<file path="config.mk">
export PLATFORM = sky130hd
export DESIGN_NAME = dds_serial_loader
export DESIGN_NICKNAME = d
export VERILOG_FILES = /design/src/rtl/dds_serial_loader.sv
export SDC_FILE = /design/constraint.sdc
export NUM_CORES = 1
export LEC_CHECK = 0
export ABC_AREA = 1
export CORE_MARGIN = 3
export CORE_UTILIZATION = 37
export DETAILED_ROUTE_END_ITERATION = 7
export GPL_ROUTABILITY_DRIVEN = 0
export HOLD_SLACK_MARGIN = 0.06
export SLEW_MARGIN = 10
export SYNTH_ARGS = -nofsm -noshare
export SYNTH_HDL_FRONTEND = slang
export SYNTH_SLANG_ARGS = --single-unit
</file>
<file path="constraint.sdc">
create_clock -name clk_sys -period 6.05 [get_ports clk_sys]
set_clock_uncertainty 0.2 [all_clocks]
set_input_delay 1.21 -clock clk_sys [delete_from_list [all_inputs] [get_ports clk_sys]]
set_output_delay 1.21 -clock clk_sys [all_outputs]
set_load 0.01 [all_outputs]
</file>
<file path="src/rtl/dds_serial_loader.sv">
// Serial programmer for AD985x-class DDS parts: drives reset, w_clk, fq_ud and data,
// with a serial-mode init sequence, busy/done handshake and a one-deep load queue.
module dds_serial_loader #(
    parameter int WORD_W    = 40,
    parameter int DIV       = 4,
    parameter int RST_CYC   = 8,
    parameter int FQ_CYC    = 4,
    parameter bit LSB_FIRST = 1'b1,
    parameter bit AUTO_INIT = 1'b1
) (
    input  logic              clk_sys,
    input  logic              rst,
    input  logic              init,
    input  logic              load,
    input  logic [WORD_W-1:0] word,
    output logic              busy,
    output logic              done,
    output logic              pending,
    output logic              dds_reset,
    output logic              w_clk,
    output logic              fq_ud,
    output logic              data
);

    localparam int MAX_LEN = (DIV > RST_CYC) ? ((DIV > FQ_CYC) ? DIV : FQ_CYC)
                                             : ((RST_CYC > FQ_CYC) ? RST_CYC : FQ_CYC);
    localparam int CNT_W = (MAX_LEN > 1) ? $clog2(MAX_LEN) : 1;
    localparam int BIT_W = $clog2(WORD_W);

    localparam logic [CNT_W-1:0] DIV_LAST = CNT_W'(DIV - 1);
    localparam logic [CNT_W-1:0] RST_LAST = CNT_W'(RST_CYC - 1);
    localparam logic [CNT_W-1:0] FQ_LAST  = CNT_W'(FQ_CYC - 1);
    localparam logic [BIT_W-1:0] BIT_LAST = BIT_W'(WORD_W - 1);

    localparam logic [2:0] S_IDLE  = 3'd0;
    localparam logic [2:0] S_RST   = 3'd1;
    localparam logic [2:0] S_EN_LO = 3'd2;
    localparam logic [2:0] S_EN_HI = 3'd3;
    localparam logic [2:0] S_SH_LO = 3'd4;
    localparam logic [2:0] S_SH_HI = 3'd5;
    localparam logic [2:0] S_FQ    = 3'd6;

    logic [2:0]        state, state_nx;
    logic [CNT_W-1:0]  cnt, state_last;
    logic [BIT_W-1:0]  bit_cnt;
    logic [WORD_W-1:0] shreg, shreg_sh, pend_word;
    logic              init_pend;
    logic              last, init_req, start_init, start_pend, start_load;
    logic              queue_load, shift_next, data_nx;

    function automatic logic first_bit(input logic [WORD_W-1:0] v);
        return LSB_FIRST ? v[0] : v[WORD_W-1];
    endfunction

    // NOTE: every signal gets a default at the top of the block so no path leaves it
    // unassigned; otherwise synthesis infers a latch.
    always_comb begin
        state_last = DIV_LAST;
        state_nx   = state;
        data_nx    = 1'b0;
        case (state)
            S_RST:   state_last = RST_LAST;
            S_FQ:    state_last = FQ_LAST;
            default: state_last = DIV_LAST;
        endcase
        last       = (cnt == state_last);
        init_req   = init | init_pend;
        start_init = (state == S_IDLE) && init_req;
        start_pend = (state == S_IDLE) && !init_req && pending;
        start_load = (state == S_IDLE) && !init_req && !pending && load;
        queue_load = load && !start_load;
        shift_next = (state == S_SH_HI) && last && (bit_cnt != BIT_LAST);
        shreg_sh   = LSB_FIRST ? (shreg >> 1) : (shreg << 1);

        case (state)
            S_IDLE:  if (start_init) state_nx = S_RST;
                     else if (start_pend || start_load) state_nx = S_SH_LO;
            S_RST:   if (last) state_nx = S_EN_LO;
            S_EN_LO: if (last) state_nx = S_EN_HI;
            S_EN_HI: if (last) state_nx = S_FQ;
            S_SH_LO: if (last) state_nx = S_SH_HI;
            S_SH_HI: if (last) state_nx = (bit_cnt == BIT_LAST) ? S_FQ : S_SH_LO;
            S_FQ:    if (last) state_nx = S_IDLE;
            default: state_nx = S_IDLE;
        endcase

        // Data only changes when a bit slot opens, so it is stable across the whole w_clk pulse.
        if (start_pend)
            data_nx = first_bit(pend_word);
        else if (start_load)
            data_nx = first_bit(word);
        else if (shift_next)
            data_nx = first_bit(shreg_sh);
        else if (state_nx == S_SH_LO || state_nx == S_SH_HI)
            data_nx = data;
    end

    // NOTE: sequential state uses non-blocking assignments so every register samples
    // pre-edge values, independent of statement order.
    always_ff @(posedge clk_sys or posedge rst) begin
        if (rst) begin
            state     <= S_IDLE;
            cnt       <= '0;
            bit_cnt   <= '0;
            shreg     <= '0;
            pend_word <= '0;
            pending   <= 1'b0;
            init_pend <= AUTO_INIT;
            busy      <= 1'b0;
            done      <= 1'b0;
            dds_reset <= 1'b0;
            w_clk     <= 1'b0;
            fq_ud     <= 1'b0;
            data      <= 1'b0;
        end else begin
            state <= state_nx;
            cnt   <= (state_nx != state || state == S_IDLE) ? '0 : cnt + 1'b1;

            if (start_pend || start_load)
                bit_cnt <= '0;
            else if (shift_next)
                bit_cnt <= bit_cnt + 1'b1;

            if (start_pend)
                shreg <= pend_word;
            else if (start_load)
                shreg <= word;
            else if (shift_next)
                shreg <= shreg_sh;

            // A load that cannot start right now lands in the slot; the newest word wins.
            if (queue_load) begin
                pending   <= 1'b1;
                pend_word <= word;
            end else if (start_pend) begin
                pending <= 1'b0;
            end

            if (state == S_IDLE)
                init_pend <= 1'b0;
            else if (init)
                init_pend <= 1'b1;

            busy      <= (state_nx != S_IDLE);
            done      <= (state == S_FQ) && last;
            dds_reset <= (state_nx == S_RST);
            w_clk     <= (state_nx == S_EN_HI) || (state_nx == S_SH_HI);
            fq_ud     <= (state_nx == S_FQ);
            data      <= data_nx;
        end
    end

endmodule

</file>
; ---- Word level (Yosys, flattened, before mapping)
; Index checks and enable logic that the tools add are counted.
[totals]
ff_bits = 100
wordCells = 79
[op_classes]
n_reduce_logical = 22
n_addsub = 2
n_eq_ne = 16
bitwise_logic = 1
mux = 25
[op_table]
columns = op, n
row1 = $mux 40, 3
row2 = $mux 3, 10
row3 = $pmux 3 s7, 1
row4 = $eq 3x3->1 const B, 6
row5 = $mux 6, 2
row6 = $eq 3x2->1 const B, 3
row7 = $logic_and 1x1->1, 9
row8 = $mux 1, 8
row9 = $add 6x1->6 const B, 1
row10 = $eq 3x1->1 const B, 2
row11 = $eq 6x6->1 const B, 1
row12 = $ne 6x6->1 const B, 1
row13 = $reduce_bool 2->1, 3
row14 = $reduce_bool 3->1, 2
row15 = $logic_or 1x1->1, 4
row16 = $ne 4x4->1 const B, 1
row17 = $add 3x1->3 const B, 1
row18 = $eq 3x3->1, 1
row19 = $logic_not 1->1, 3
row20 = $logic_not 3->1, 1
row21 = $ne 3x3->1, 1
row22 = $mux 2, 1
row23 = $or 1x1->1, 1

; ---- Longest topological paths before layout
; Gate-level depths: netlist of the first run.
[logic_depth]
ltp_word = 15
ltp_mapped = 12
ltp_nobuf = 11

; ---- Least setup slack after synthesis of the first run
; No wires, ideal clock.
[synth_path]
path_type = input to register
startpoint = input port init
endpoint = register pend_word[17]
t_arrival_ps = 2233
setup_slack_ps = 3492
stages = 7
setup_time_ps = 125
cell_sequence = nor2_1 inv_1 nor2_4 nand2_1 nand2_2 buf_4 mux2_2
[synth_via]
elab_chain_len = 7
[synth_rtl]
columns = item, line
row1 = start: declaration, 13  ; input logic init,
row2 = $or 1x1->1, 67  ; init_req = init | init_pend;
row3 = $logic_not 1->1, 70  ; start_load = (state == S_IDLE) && !init_req && !pending && load;
row4 = $logic_and 1x1->1 (3 in a row), 70
row5 = $logic_not 1->1, 71  ; queue_load = load && !start_load;
row6 = $logic_and 1x1->1, 71
row7 = end signal: assignment, 134  ; pend_word <= word;
row8 = end: declaration, 46  ; logic [WORD_W-1:0] shreg, shreg_sh, pend_word;
; No other way between the ends.
; A chain may end at the register's enable or synchronous reset.

; ---- Worst setup path after layout of the first run
[layout_path]
startpoint = input port init
endpoint = register shreg[10]
[layout_via]
elab_chain_len = 7
word_cells_on_any_way = 9
classes_between = 2 x mux / 1 x bitwise / 6 x reduce/logical
[layout_rtl]
columns = item, line
row1 = $or 1x1->1 (*), 67
row2 = $logic_not 1->1 (*), "69, 70"
row3 = $logic_and 1x1->1 (*), "69, 70"
row4 = $logic_and 1x1->1 (2 in a row), 70
row5 = $mux 40, 126  ; else if (start_load)
row6 = $mux 40, 124  ; if (start_pend)
row7 = end signal: assignment, 125  ; shreg <= pend_word;
row8 = end signal: assignment, 127  ; shreg <= word;
row9 = end signal: assignment, 129  ; shreg <= shreg_sh;
row10 = end: declaration, 46
; Every way passes the cells marked *; elsewhere a longest branch is shown, timed or not.

==> flow_summary.yaml, run 1 <==
outcome:
  status: "finished, final reports clean"
detailed_routing:
  wl_per_cell_um: 13.4
  first_pass_iters: 4
  vias: 3766
  via_per_inst: 4.91
  wirelength_um: 10300
  drt_iter0_drc: 259
  drcViolationCount: 0
  ant_nets: 0
synthesis:
  synthMuxAreaShare_pct: 2.55
  synth_area_um2: 4860
  synth_cells: 559
  synth_edf_count: 0
  synth_top_family_by_area: "simple AND/OR/NAND/NOR gates"
  synth-xor-area-share_pct: 0.541
  synthesis.nets: 605
  yosysSeqAreaShare_pct: 51.0
  synth_compound_area_share_pct: 17.1
  ys_dominant_reg_cell: "dfrtp_1"
  synthSimpleGateAreaFrac_pct: 18.0
  syn_area_per_cell_um2: 8.69
  ys_types: 36
  synth-async-reset-ratio_pct: 100
  synth-seq-cells: 99
  yosys_warnings: 0
  synth_fa_ha_area_share_pct: 0.515
final_layout:
  fin_nets: 636
  utilization_pct: 45.1
  mostFrequentLayoutCell: "dfrtp_1"
  n_antenna_cell: 0
  layout-drive-gt1-share_pct: 9.58
  mostFrequentLayoutCells: "98 x dfrtp_1, 97 x nand2_1, 72 x inv_1"
  fillerInstances: 1259
  syn_to_final_growth_pct: 18.1
power:
  p_per_area_nw_per_um2: 250
  ir_drop_uv: 125
  power.leakage_uw: 0.00264
clock_tree:
  cts.sinks: 99
  cts_setup_buffers: 0
  cts_tree: "built"
  clk_pin_slew_ps: 60
  cts-root-buf: "clkbuf_16"
  hold_buffers: 0
  numCtsBuffers: 9
  htreeDepth: 3
  cts.path.max_buffers: 2
  worstSkewPairLatency_ps: 340
  post_cts_resized: 0
sta:
  finalSetupViolations: 0
  relSlewSlack_pct: 39.3
  fin_tns_setup_ps: 0
  worst_pin_slew_ps: 909
  post-route-period-util_pct: 64.0
  final_hold_viol_count: 0
  timing.hold.ws_ps: 255
  maxSlewViolCount: 0
  fmax_ghz: 0.258
  fin_crit_ps: 3870
  rsz0062_at_grt: "no"
worst_setup_path:
  cp_cell_sequence: "clkdlybuf4s50_1 > nor2_1 > inv_1 > nor2_4 > nand3_2 > inv_2 > nand2_1 > o211ai_1 > nand3_1 > o21ai_0"
  arrival_ps: 3910
  worst-path-buf-inv: 3
  critPathCaptureType: "register"
  startpoint_type: "input port"
  critical-path-top-delay-family: "buffers and inverters"
  cp_max_fo: 49
  worst-setup-path-type: "input port to register"
  slowest_delay_ps: 750
  critPathRequiredTime_ps: 6090
  critPathSlowestCell: "inv_2"
global_routing:
  track_usage_pct: 15.2
  grt_max_degree: 80
  grt_pass1_vias: 3744
  grt_pass1_wl_um: 17800
  overflow: 0
  antenna_found_initial: 0
floorplanning:
  rows: 41
  core_um2: 12700
  die_w_um: 121
  io-pin-count: 51
  fp.dieArea_um2: 14500
  die_y_um: 121
  initial_core_util_pct: 38.2
job:
  cap_violations: 0
min_path:
  hold_path.class: "register to register"
placed_design:
  port-buffer-count: 50
  hpwl_um: 6540
[routing by layer]
metal	vias up	routed length, um	global-route usage [%]
met4	0	116	4.18
met1	1810	4850	19.6
met5	-	0	0
met3	7	349	4.72
li1	1896	-	-
met2	53	4990	24.7
[cell families after synthesis]
family,Yosys count
multiplexers,11
AO/OA/AOI/OAI,133
AND/OR/NAND/NOR,199
adder cells (fa/ha/maj),2
buffers and inverters,112
XOR/XNOR,3
flip-flops,99
[worst register-to-register path, cell delays in order (launching register included)]
cell and delay (ps):
dfrtp_1 480, inv_4 120, nand3_2 100, nor2_4 160, nand3_2 710, inv_2 760, nand2_1 130, o211ai_1 110
nand3_1 100, o21ai_0 120
[power by group]
group | internal [uW] | switching, uW
sequential | 687 | 10.2
combinational | 41.3 | 43.5
clock | 414 | 241
[path summary, 6_finish.rpt]
| path | from | end | slack, ps | cells after the start |
|---|---|---|---|---|
| max | init | shreg[10]$_DFFE_PP0P_ | 2180 | 10 |
| min | cnt[0]$_DFF_PP0_ | cnt[0]$_DFF_PP0_ | 250 | 1 |
| max reg2reg | state[0]$_DFF_PP0_ | shreg[10]$_DFFE_PP0P_ | 2970 | 9 |
| min reg2reg | cnt[0]$_DFF_PP0_ | cnt[0]$_DFF_PP0_ | 250 | 1 |
| max in group asynchronous | rst | shreg[38]$_DFFE_PP0P_ | 3430 | 3 |
| min in group asynchronous | rst | pend_word[9]$_DFFE_PP0P_ | 1070 | 2 |
[area by class of cell]
cell class	count	area, um2	share of cell area (%)
Inverter	79	302	5.26
Sequential cell	99	2480	43.2
Clock inverter	5	100	1.74
Multi-Input combinational cell	348	1880	32.7
Clock buffer	11	243	4.23
Timing Repair Buffer	53	523	9.12
Tap cell	172	215	3.75
[through the flow]
stage | setup WS (ps) | power (uW) | cells | instance area (um2)
2_1_floorplan | 2050 | 750 | 559 | 4860
3_3_place_gp | 1880 | 794 | 751 | 5390
3_5_place_dp | 1830 | 797 | 751 | 5390
4_1_cts | 2180 | 1460 | 767 | 5740
5_1_grt | 1870 | 1500 | 767 | 5740
6_report | 2180 | 1440 | 767 | 5740
[state kept, by name, summed over array words and instances, names as in the netlist, 3 cells and up]
register,flops
pend_word,40
shreg,39
bit_cnt,6
cnt,3
state,3
[synthesized netlist by cell type, types with 3 or more instances]
cell type / count / area, um2
nand2_2: 3 / 18.8
buf_2: 11 / 55.1
mux2_2: 11 / 124
o21ai_1: 3 / 15.0
nor2_4: 3 / 33.8
nand3_2: 3 / 30.0
nand4_1: 5 / 31.3
buf_6: 5 / 56.3
o211ai_1: 27 / 203
clkbuf_1: 9 / 33.8
inv_1: 73 / 274
dfrtp_1: 98 / 2450
buf_4: 7 / 52.6
a21oi_1: 20 / 100
o22ai_1: 7 / 43.8
o21ai_0: 53 / 265
nand3_1: 26 / 130
o22ai_2: 8 / 100
a31oi_1: 11 / 68.8
nor2_1: 53 / 199
nor3_1: 6 / 30.0
nand2_1: 97 / 364
inv_2: 5 / 18.8
Note: power is estimated with default switching activity, not from simulation.
==> inputs of run 2 (changes only) <==
Clock period 6.05 ns to 3.4 ns, I/O delays scaled along.
==> flow_summary.yaml, run 2 (same netlist as run 1, synthesis figures left out) <==
outcome:
  status: "finished, final reports clean"
worst_setup_path:
  r2r_cells: 11
  reg2reg_from: "bit_cnt[0]$_DFFE_PP0P_"
  arrival_ps: 2470
  critPathRequiredTime_ps: 3440
  r2r_slack_ps: 1110
  cp_max_fo: 43
  critPathCaptureType: "register"
  r2r-end: "shreg[32]$_DFFE_PP0P_"
  worst-setup-path-type: "input port to register"
  critPathLaunch: "init"
  startpoint_type: "input port"
final_layout:
  top_register: "pend_word"
  n_antenna_cell: 0
  utilization_pct: 45.6
  syn_to_final_growth_pct: 19.5
  largest_reg_flops: 40
  reg_top3: "pend_word (40), shreg (39), bit_cnt (6)"
  layout-drive-gt1-share_pct: 10.8
  mostFrequentLayoutCells: "98 x dfrtp_1, 97 x nand2_1, 72 x inv_1"
  mostFrequentLayoutCell: "dfrtp_1"
  fin_nets: 643
sta:
  maxSlewViolCount: 0
  fin_tns_setup_ps: 0
  post-route-period-util_pct: 71.6
  fmax_ghz: 0.411
  worst_pin_slew_ps: 526
  relSlewSlack_pct: 64.9
  rsz0062_at_grt: "no"
  fin_crit_ps: 2430
  final_hold_viol_count: 0
  finalSetupViolations: 0
power:
  comb_power_share_pct: 6.1
  clockPowerShare_pct: 44.2
  ir_drop_uv: 238
  p_per_area_nw_per_um2: 430
  swShare_pct: 21.4
  p_int_uw: 1960
  p_seq_share_pct: 49.7
  power.switching_uw: 533
  power.leakage_uw: 0.00267
clock_tree:
  cts.sinks: 99
  worstSkewPairLatency_ps: 350
  cts.path.max_buffers: 2
  post_cts_resized: 0
  hold_buffers: 0
  cts-root-buf: "clkbuf_16"
  cts_setup_buffers: 0
  numCtsBuffers: 9
  htreeDepth: 3
  clk_pin_slew_ps: 70
  cts_tree: "built"
detailed_routing:
  wl_per_cell_um: 12.9
  via_per_inst: 4.83
  first_pass_iters: 4
  vias: 3739
  wirelength_um: 10000
  drt_iter0_drc: 275
  ant_nets: 0
  drcViolationCount: 0
min_path:
  hold_path_startpoint: "cnt[0]$_DFF_PP0_"
  hold_path.class: "register to register"
  min_to: "cnt[0]$_DFF_PP0_"
  hold_depth: 1
global_routing:
  grt_max_degree: 100
  track_usage_pct: 14.7
  overflow: 0
  grt_pass1_vias: 3684
  antenna_found_initial: 0
  grt_pass1_wl_um: 17400
floorplanning:
  core_um2: 12700
  initial_core_util_pct: 38.2
  die_y_um: 121
  fp.dieArea_um2: 14500
  io-pin-count: 51
  die_w_um: 121
  rows: 41
placed_design:
  hpwl_um: 6510
  port-buffer-count: 50
job:
  cap_violations: 0
run 2: power groups by stage:
stage	sequential [uW]	combinational, uW	clock [uW]
after floorplan	1260	77.0	0
after global placement	1260	152	0
after detailed placement	1260	155	0
after CTS	1240	156	1140
after global routing	1240	172	1180
final	1240	151	1100
run 2: worst max-delay path by stage:
stage                                     end  slack, ps  cells after the start
floorplan              bit_cnt[0]$_DFFE_PP0P_       1350                      1
global placement         shreg[8]$_DFFE_PP0P_        650                      9
detailed placement      shreg[32]$_DFFE_PP0P_        600                      9
CTS                     shreg[32]$_DFFE_PP0P_        970                      9
global route            shreg[24]$_DFFE_PP0P_        810                      9
finish              pend_word[19]$_DFFE_PP0P_        970                      8
run 2: cell type report:
| class | instances | area [um2] |
|---|---|---|
| Clock buffer | 10 | 239 |
| Sequential cell | 99 | 2480 |
| Multi-Input combinational cell | 348 | 1880 |
| Inverter | 79 | 303 |
| Timing Repair Buffer | 60 | 601 |
| Clock inverter | 6 | 88.8 |
| Tap cell | 172 | 215 |
| Fill cell | 1287 | 6920 |
run 2: metrics by stage:
step | area [um2] | hold slack (ps) | cells | power [uW] | setup WS, ps
finish | 5800 | 262 | 774 | 2490 | 967
global placement | 5470 | 233 | 758 | 1410 | 649
floorplan | 4860 | 219 | 559 | 1330 | 1350
detailed placement | 5470 | 260 | 758 | 1420 | 602
CTS | 5800 | 269 | 774 | 2540 | 968
global route | 5800 | 291 | 774 | 2600 | 807
run 2: critical path, stage by stage:
cell,delay [ps]
clkdlybuf4s50_1,400
nor2_1,130
inv_1,100
nor2_4,200
nand2_1,100
nand2_2,80
buf_4,380
mux2_2,380
run 2: routing by layer:
metal / part of all wire [%] / track usage, % / vias to the layer above
li1: - / - / 1912
met1: 47 / 19.4 / 1763
met2: 48 / 23.9 / 58
met3: 4.3 / 4.30 / 6
met4: 0.87 / 3.82 / 0
met5: 0 / 0 / -
